`config.mk`:
```
export PLATFORM = sky130hd
export DESIGN_NAME = xyolo_write
export DESIGN_NICKNAME = d
export VERILOG_FILES = /design/src/rtl/xyolo_write.sv
export SDC_FILE = /design/constraint.sdc
export NUM_CORES = 2
export LEC_CHECK = 0
export CORE_AREA = 2 2 296 298
export DETAILED_ROUTE_END_ITERATION = 12
export DIE_AREA = 0 0 298 300
export PLACE_DENSITY = 0.77
export SKIP_LAST_GASP = 1
export SYNTH_ARGS = -nofsm -noshare
export SYNTH_HDL_FRONTEND = slang
export SYNTH_SLANG_ARGS = --single-unit
```
`constraint.sdc`:
```
create_clock -name clk -period 4.4 [get_ports clk]
set_clock_uncertainty 0.15 [all_clocks]
set_input_delay 1.32 -clock clk [delete_from_list [all_inputs] [get_ports clk]]
set_output_delay 1.32 -clock clk [all_outputs]
set_load 0.005 [all_outputs]
```
`src/rtl/xyolo_write.sv`:
```
`default_nettype none
// ============================================================================
//  Module      : xyolo_write
//  Description : Collects datapath result words into two ping-pong line
//                buffers. Each full line is written to external memory as one
//                databus request, at an address that advances by a fixed
//                increment per line.
//  Revision    : 1.0 - initial release
// ============================================================================
module xyolo_write #(
    parameter int DATAPATH_W = 32,
    parameter int DATABUS_W  = 256,
    parameter int IO_ADDR_W  = 32
) (
    input  logic                   clk,
    input  logic                   rst,
    input  logic                   clear,
    input  logic                   run,
    output logic                   done,
    // CPU configuration port
    input  logic                   valid,
    input  logic [1:0]             addr,
    input  logic [IO_ADDR_W-1:0]   wdata,
    input  logic                   wstrb,
    // datapath input stream
    input  logic                   flow_in_valid,
    input  logic [DATAPATH_W-1:0]  flow_in,
    output logic                   flow_in_ready,
    // external memory write port
    output logic                   databus_valid,
    output logic [IO_ADDR_W-1:0]   databus_addr,
    output logic [DATABUS_W-1:0]   databus_wdata,
    output logic [DATABUS_W/8-1:0] databus_wstrb,
    input  logic                   databus_ready,
    input  logic [DATABUS_W-1:0]   databus_rdata
);

    localparam int c_WPL    = DATABUS_W / DATAPATH_W;
    localparam int c_CNT_W  = (c_WPL > 1) ? $clog2(c_WPL) : 1;
    localparam int c_STRB_W = DATABUS_W / 8;
    localparam logic [c_CNT_W-1:0] c_LAST_WORD = c_CNT_W'(c_WPL - 1);

    localparam logic [1:0] c_REG_EXT_ADDR = 2'd0;
    localparam logic [1:0] c_REG_LINES    = 2'd1;
    localparam logic [1:0] c_REG_INCR     = 2'd2;

    typedef enum logic [0:0] {
        S_IDLE   = 1'b0,
        S_ACTIVE = 1'b1
    } state_t;

    state_t r_state;
    state_t w_state_next;

    // configuration registers
    logic [IO_ADDR_W-1:0]  r_ext_addr;
    logic [15:0]           r_lines;
    logic [IO_ADDR_W-1:0]  r_incr;

    // per-run shadow copies and progress counters
    logic [IO_ADDR_W-1:0]  r_shadow_addr;
    logic [15:0]           r_line_total;
    logic [IO_ADDR_W-1:0]  r_incr_sh;
    logic [15:0]           r_lines_filled;
    logic [15:0]           r_lines_written;
    logic [c_CNT_W-1:0]    r_word_cnt;

    // ping-pong line buffers
    logic [DATABUS_W-1:0]  r_buf [2];
    logic [1:0]            r_full;
    logic                  r_fill_ptr;
    logic                  r_drain_ptr;

    // registered bus request
    logic                  r_bus_valid;
    logic [IO_ADDR_W-1:0]  r_bus_addr;
    logic [DATABUS_W-1:0]  r_bus_wdata;
    logic [c_STRB_W-1:0]   r_bus_wstrb;

    logic                  w_in_ready;
    logic                  w_start;
    logic                  w_accept;
    logic                  w_fill_done;
    logic                  w_bus_fire;
    logic                  w_last_fire;
    logic                  w_unused_rdata;

    // Read data is never consumed by a write-only engine.
    assign w_unused_rdata = ^databus_rdata;

    // A run with zero lines is treated as a no-op and never leaves IDLE.
    assign w_start     = (r_state == S_IDLE) && run && (r_lines != 16'd0);
    assign w_accept    = flow_in_valid && w_in_ready;
    assign w_fill_done = w_accept && (r_word_cnt == c_LAST_WORD);
    assign w_bus_fire  = r_bus_valid && databus_ready;
    assign w_last_fire = w_bus_fire && (r_lines_written == (r_line_total - 16'd1));

    assign flow_in_ready = w_in_ready;
    assign databus_valid = r_bus_valid;
    assign databus_addr  = r_bus_addr;
    assign databus_wdata = r_bus_wdata;
    assign databus_wstrb = r_bus_wstrb;

    // Configuration register file; clear has priority over a CPU write.
    always_ff @(posedge clk) begin
        if (rst || clear) begin
            r_ext_addr <= '0;
            r_lines    <= '0;
            r_incr     <= '0;
        end else if (valid && wstrb) begin
            case (addr)
                c_REG_EXT_ADDR: r_ext_addr <= wdata;
                c_REG_LINES:    r_lines    <= wdata[15:0];
                c_REG_INCR:     r_incr     <= wdata;
                default:        ;
            endcase
        end
    end

    // FSM state register.
    always_ff @(posedge clk) begin
        if (rst) begin
            r_state <= S_IDLE;
        end else begin
            r_state <= w_state_next;
        end
    end

    // FSM next state plus done / input-ready decode.
    always_comb begin
        w_state_next = r_state;
        done         = 1'b0;
        w_in_ready   = 1'b0;
        case (r_state)
            S_IDLE: begin
                done = 1'b1;
                if (w_start) begin
                    w_state_next = S_ACTIVE;
                end
            end
            S_ACTIVE: begin
                // Word budget is tracked per completed line: the in-line
                // word counter is always below WPL while a line is open.
                w_in_ready = !r_full[r_fill_ptr] && (r_lines_filled < r_line_total);
                if (w_last_fire) begin
                    w_state_next = S_IDLE;
                end
            end
            default: begin
                w_state_next = S_IDLE;
            end
        endcase
    end

    // Line buffer storage: word k of a line lands in slot k, MS slot first.
    always_ff @(posedge clk) begin
        if (rst) begin
            r_buf[0] <= '0;
            r_buf[1] <= '0;
        end else if (w_accept) begin
            for (int k = 0; k < c_WPL; k++) begin
                if (r_word_cnt == c_CNT_W'(k)) begin
                    r_buf[r_fill_ptr][DATABUS_W-1-k*DATAPATH_W -: DATAPATH_W] <= flow_in;
                end
            end
        end
    end

    // Fill side: word position, fill pointer and completed-line count.
    always_ff @(posedge clk) begin
        if (rst) begin
            r_word_cnt     <= '0;
            r_fill_ptr     <= 1'b0;
            r_lines_filled <= '0;
        end else if (w_start) begin
            r_word_cnt     <= '0;
            r_fill_ptr     <= 1'b0;
            r_lines_filled <= '0;
        end else if (w_accept) begin
            if (w_fill_done) begin
                r_word_cnt     <= '0;
                r_fill_ptr     <= ~r_fill_ptr;
                r_lines_filled <= r_lines_filled + 16'd1;
            end else begin
                r_word_cnt <= r_word_cnt + c_CNT_W'(1);
            end
        end
    end

    // Drain side: full flags, run shadows and the registered bus request.
    always_ff @(posedge clk) begin
        if (rst) begin
            r_full          <= '0;
            r_drain_ptr     <= 1'b0;
            r_shadow_addr   <= '0;
            r_line_total    <= '0;
            r_incr_sh       <= '0;
            r_lines_written <= '0;
            r_bus_valid     <= 1'b0;
            r_bus_addr      <= '0;
            r_bus_wdata     <= '0;
            r_bus_wstrb     <= '0;
        end else if (w_start) begin
            r_full          <= '0;
            r_drain_ptr     <= 1'b0;
            r_shadow_addr   <= r_ext_addr;
            r_line_total    <= r_lines;
            r_incr_sh       <= r_incr;
            r_lines_written <= '0;
            r_bus_valid     <= 1'b0;
        end else if (r_state == S_ACTIVE) begin
            // Filling and draining always target different buffers, so a
            // set and a clear in the same cycle never collide.
            if (w_fill_done) begin
                r_full[r_fill_ptr] <= 1'b1;
            end
            if (w_bus_fire) begin
                r_full[r_drain_ptr] <= 1'b0;
                r_drain_ptr         <= ~r_drain_ptr;
                r_shadow_addr       <= r_shadow_addr + r_incr_sh;
                r_lines_written     <= r_lines_written + 16'd1;
                r_bus_valid         <= 1'b0;
            end else if (!r_bus_valid && r_full[r_drain_ptr]) begin
                r_bus_valid <= 1'b1;
                r_bus_addr  <= r_shadow_addr;
                r_bus_wdata <= r_buf[r_drain_ptr];
                r_bus_wstrb <= '1;
            end
        end
    end

endmodule
`default_nettype wire

```
* Word level (Yosys, flattened, before mapping)
Memory sizes are Yosys's and may differ from the RTL's. A register that Yosys moved wholly into a read port is not among the register bits.
Index checks and enable logic that the tools add are counted.
** Cells by class
- Bitwise gates (word level) :: 8
- Add/subtract/negate cells :: 5
- Muxes and demuxes :: 61
- Equal/unequal tests :: 10
- Order comparisons :: 5
- Reduce and logical (&&, ||, !) cells :: 30
** Operator list (number)
- $mux 256 :: 1
- $reduce_or 256->1 :: 1
- $mux 32 :: 3
- $mux 1 :: 47
- $add 16x1->16 const B :: 2
- $add 32x32->32 :: 1
- $eq 16x16->1 :: 1
- $lt 16x16->1 :: 1
- $reduce_bool 16->1 :: 1
- $sub 16x1->16 const B :: 1
- $reduce_and 2->1 :: 7
- $eq 3x3->1 const B :: 4
- $logic_and 1x1->1 :: 11
- $mux 2 :: 5
- $mux 8 :: 1
- $eq 3x2->1 const B :: 2
- $reduce_bool 2->1 :: 3
- $not 1->1 :: 5
- $lt 1x2->1 const B :: 2
- $reduce_and 4->1 :: 1
- $add 3x1->3 const B :: 1
- $eq 3x1->1 const B :: 1
- $logic_not 3->1 :: 1
- $mux 3 :: 1
- 12 further kinds :: 15
** Word-level totals
- Memories kept :: 1
- Output and inout port bits :: 323
- Flip-flop bits (word level) :: 234
- Bits of input ports :: 330
- Memory bits (writable) :: 512
- Word-level logic and storage cells :: 136
** Memory list
- r_buf :: words 2, bits a word 256, read ports 1, clocked after Yosys merged registers in 1, wr ports 2, RTL line 69 : logic [DATABUS_W-1:0] r_buf [2];

* Depth between registers and ports, before layout
- Depth after elaboration :: 13
- Mapped depth :: 13
- Depth with buffers taken out :: 10

* Worst setup path before layout
OpenSTA, ideal clock, no wires.
- Kind :: register to register
- From :: register r_line_total[9]
- To :: memory r_buf[0][0], enable pin
- Arrival time :: 4211 ps
- Clock period less this slack :: 4827 ps
- Data required time :: 3784 ps
- Stages on the path, launching flop included :: 11
- Path slack :: -427 ps
- Path through :: dfxtp_1 clkbuf_1 inv_1 ha_1 a21o_1 a211o_1 a31oi_1 or3_1 buf_2 o21ai_2 o21ai_0
** RTL lines
- start: declaration :: RTL line 62 : logic [15:0] r_line_total;
- start signal: assignment :: RTL line 207 : r_line_total <= r_lines;
- end: declaration :: RTL line 69

* Final worst setup path
- From :: register r_line_total[13]
- To :: output flow_in_ready
** On the way
- Longest elaborated chain between the ends :: 3
** RTL lines
- $lt 16x16->1 :: RTL line 144 : w_in_ready = !r_full[r_fill_ptr] && (r_lines_filled < r_line_total);
- $logic_and 1x1->1 :: RTL line 144
- $mux 1 :: RTL line 134 : case (r_state)
- end: declaration :: RTL line 28 : output logic flow_in_ready,
No other way between the ends.

==> results.cfg <==
[yosys]
synth-seq-area-share_pct = 59.9
post_synthesis_sequential_element_count = 1002
synth-edff-count = 512
yosys_warnings = 0
avgSynthCellArea_um2 = 11.1
netlist_area_um2 = 42100
ys_types = 79
asyncSetResetFlopFracSynth_pct = 0
yosys_most_used_dff = sky130_fd_sc_hd__edfxtp_1
mappedNetlistNets = 4159
synthesized_netlist_cell_count = 3773

[clocking]
cts_hold_buffers = 0
root_buffer = sky130_fd_sc_hd__clkbuf_16
cts_made_buffers = 103
clock_tree.buffer_depth = 3
cts-htree-levels = 3
cts_sinks = 1002
tritoncts = yes
clkLatencyLatePin_ns = 0.70
clk_transition_reported_paths_ns = 0.06

[sta]
max_slew_margin_pct = 17.4
hold_slack_ns = 0.280
number_of_hold_violations_in_the_final_report = 0
grt_setup_unrepaired = no
setup_violations = 0
final.period_utilization_pct = 90.6
report.final.slew_viol_count = 0
transition_time_at_the_pin_with_the_least_slew_margin_ns = 1.23
fmax_achieved_mhz = 251
post-route-min-period_ns = 3.99

[worst_setup_path]
worstPathRequired_ns = 2.93
worst_r2r_endpoint = r_buf[1][226]$_SDFFCE_PN0P_
timing_worst_setup_path_type = reg2out
crit_arrival_ns = 2.52
setup.reg_to_reg.worst_slack_ns = 0.87
rr_startpoint = r_line_total[13]$_SDFFE_PP0P_
critical_path.endpoint_type = output port
worst_setup_path_start_kind = register
worstRegToRegCells = 10
crit_path_max_fanout = 4

[layout]
stdcell_count = 5289
final_area_um2 = 50400
flow.area_growth_from_synthesis_pct = 19.9
post_route_cells_drive_above_1_share_pct = 7.39
num-nets-final = 4424

[global_route]
grt_first_pass_wirelength_um = 167000
grt_remaining_overflow = 0
grt_use_total_pct = 24.3
antenna_violations_before_repair = 6
grt_start_max_net_pins = 174
first_global_vias = 27861

[pwr]
power.density_nw_per_um2 = 387
power.switching_fraction_pct = 22.3
net_switching_power_of_the_design_w = 0.00434
power_frac_seq_pct = 51.5
comb_power_share_pct = 3.2
p_int_w = 0.0152
leakagePower_nw = 17.0
power.clock.fraction_pct = 45.2
vdd_drop_max_uv = 338

[min_path]
worst_hold_path.num_cells = 2
timing.hold.worst.start = r_incr[4]$_SDFFE_PP0P_
worstHoldEndpoint = r_incr_sh[4]$_SDFFE_PP0P_
hold_crit_path_type = reg2reg

[place]
detailed_place_hpwl_um = 70400
post-place-cells = 5084
gpl.final_weighted_congestion = 0.875
placed_cell_areas_um2 = 46900
port_buffers = 396

[die]
die_h_um = 300
cell_rows = 108
io_pins = 653
core_area_um2 = 86200
floorplan.die.width_um = 298
initial_utilization_pct = 48.8
die_outline_area_um2 = 89400

[job]
maxcap_violations = 0

[drt]
drtPass1Iterations = 5
route.detailed.vias_per_inst = 5.56
drc = 0
drtAntennaViolNets = 0
num_vias = 29386
wl_per_cell_um = 21.1
drt_first_iter_violations = 2913
detail_route.wirelength_um = 111000

[outcome]
outcome = finished clean
what timing repair did:
action                                 CTS  global route
endpoints found under the hold margin    0             0
pin swaps                                2             1
buffers inserted                         3             1
gates resized for setup                  4             7
setup endpoints to repair                1             1
cells by family (layout without fill, tap and decap cells):
kind of cell / count (synthesis) / count (layout) / synth area share [%]
AND/OR/NAND/NOR: 1390 / 1390 / 16.9
flip-flops: 1002 / 1002 / 59.9
AO/OA/AOI/OAI: 657 / 657 / 10.4
buffers and inverters: 349 / 704 / 3.68
multiplexers: 262 / 262 / 6.24
XOR/XNOR: 57 / 57 / 1.19
adder cells (fa/ha/maj): 56 / 56 / 1.68
other: 0 / 6 / 0
worst max-delay path: stages (launching register included):
cell                             delay [ns]
sky130_fd_sc_hd__dfxtp_4               0.36
sky130_fd_sc_hd__inv_1                 0.06
sky130_fd_sc_hd__ha_1                  0.30
sky130_fd_sc_hd__a21o_1                0.16
sky130_fd_sc_hd__a21o_1                0.18
sky130_fd_sc_hd__a2111o_1              0.46
sky130_fd_sc_hd__clkinv_2              0.08
sky130_fd_sc_hd__o21ai_2               0.08
sky130_fd_sc_hd__inv_1                 0.05
sky130_fd_sc_hd__dlymetal6s2s_1        0.11
synth_stat cells (all sizes together), types with 33 or more instances:
master	n	area, um2
nor2	319	1200
inv	33	124
ha	55	688
buf	67	484
and2	516	3230
clkbuf	248	935
a211oi	262	1970
nand2	379	1420
a21oi	220	1100
dfxtp	490	9810
mux2i	259	2590
edfxtp	512	15400
how the worst max path moves through the flow:
stage | to | start | cells after the start | slack (ns)
floorplan | r_buf[0][0]$_SDFFCE_PN0P_ | r_line_total[9]$_SDFFE_PP0P_ | 10 | -0.43
global placement | r_buf[0][204]$_SDFFCE_PN0P_ | flow_in_valid | 6 | 0.53
detailed placement | r_buf[0][207]$_SDFFCE_PN0P_ | flow_in_valid | 6 | 0.52
CTS | flow_in_ready | r_line_total[9]$_SDFFE_PP0P_ | 9 | 0.008
global route | flow_in_ready | r_line_total[15]$_SDFFE_PP0P_ | 7 | 0.29
finish | flow_in_ready | r_line_total[13]$_SDFFE_PP0P_ | 9 | 0.41
layout by cell type (no fill, tap or decap), drive strengths merged, types with 6 or more instances in the layout:
cell type / count
o21bai: 6
nand2b: 8
o21ai: 32
o22ai: 7
nor3b: 7
clkinv: 39
clkdlybuf4s50: 394
nand4: 16
or3: 20
and3: 14
diode: 6
nand3: 22
ha: 55
edfxtp: 512
and2: 516
o21a: 8
nor3: 30
nor2: 319
a211oi: 262
o211ai: 11
o31ai: 9
mux2i: 259
a31oi: 7
a22oi: 31
buf: 80
a221oi: 8
xor2: 28
nor4: 11
or4: 8
inv: 39
a21oi: 220
or2: 18
nand2: 379
clkbuf: 141
dfxtp: 490
xnor2: 29
a21o: 21
routing by layer:
| metal | wire (um) | up-vias | track usage, % |
|---|---|---|---|
| met3 | 8860 | 193 | 3.97 |
| li1 | - | 13834 | - |
| met5 | 14 | - | 0 |
| met2 | 52700 | 1102 | 39.7 |
| met4 | 3550 | 2 | 8.11 |
| met1 | 46300 | 14255 | 33.0 |
registers in the layout, summed over array words and instances, names as in the netlist:
signal,flops
r_fill_ptr,1
r_drain_ptr,1
databus_addr,32
r_state,1
r_line_total,16
r_ext_addr,32
r_incr_sh,32
r_incr,32
r_word_cnt,3
databus_wstrb,1
r_lines_filled,16
r_buf,512
databus_wdata,256
r_lines,16
r_lines_written,16
r_shadow_addr,32
r_full,2
databus_valid,1
area by class of cell:
cell class                      instances  area [um2]
Antenna cell                            6        15.0
Multi-Input combinational cell       2422       15400
Timing Repair Buffer                  475        4740
Fill cell                            7000       35800
Inverter                               34         129
Sequential cell                      1002       25200
Tap cell                             1155        1450
Clock inverter                         54         579
Clock buffer                          141        2920
power groups by stage:
| stage | logic [W] | registers, W | clock network [W] |
|---|---|---|---|
| floorplan | 0.000281 | 0.0102 | 0 |
| global placement | 0.000617 | 0.0102 | 0 |
| detailed placement | 0.000624 | 0.0102 | 0 |
| CTS | 0.000630 | 0.0100 | 0.00890 |
| global route | 0.000661 | 0.0101 | 0.00929 |
| finish | 0.000629 | 0.0100 | 0.00882 |
per-stage QoR:
step | TNS (ns) | util [%] | power (W) | worst slack (ns)
6_report | 0 | 58.5 | 0.0195 | 0.412
3_3_place_gp | 0 | 54.4 | 0.0109 | 0.529
3_5_place_dp | 0 | 54.4 | 0.0109 | 0.523
2_1_floorplan | -27.30 | - | 0.0105 | -0.427
5_1_grt | 0 | 58.5 | 0.0200 | 0.292
4_1_cts | 0 | 58.4 | 0.0196 | 0.00756
(Power assumes the default switching activity.)
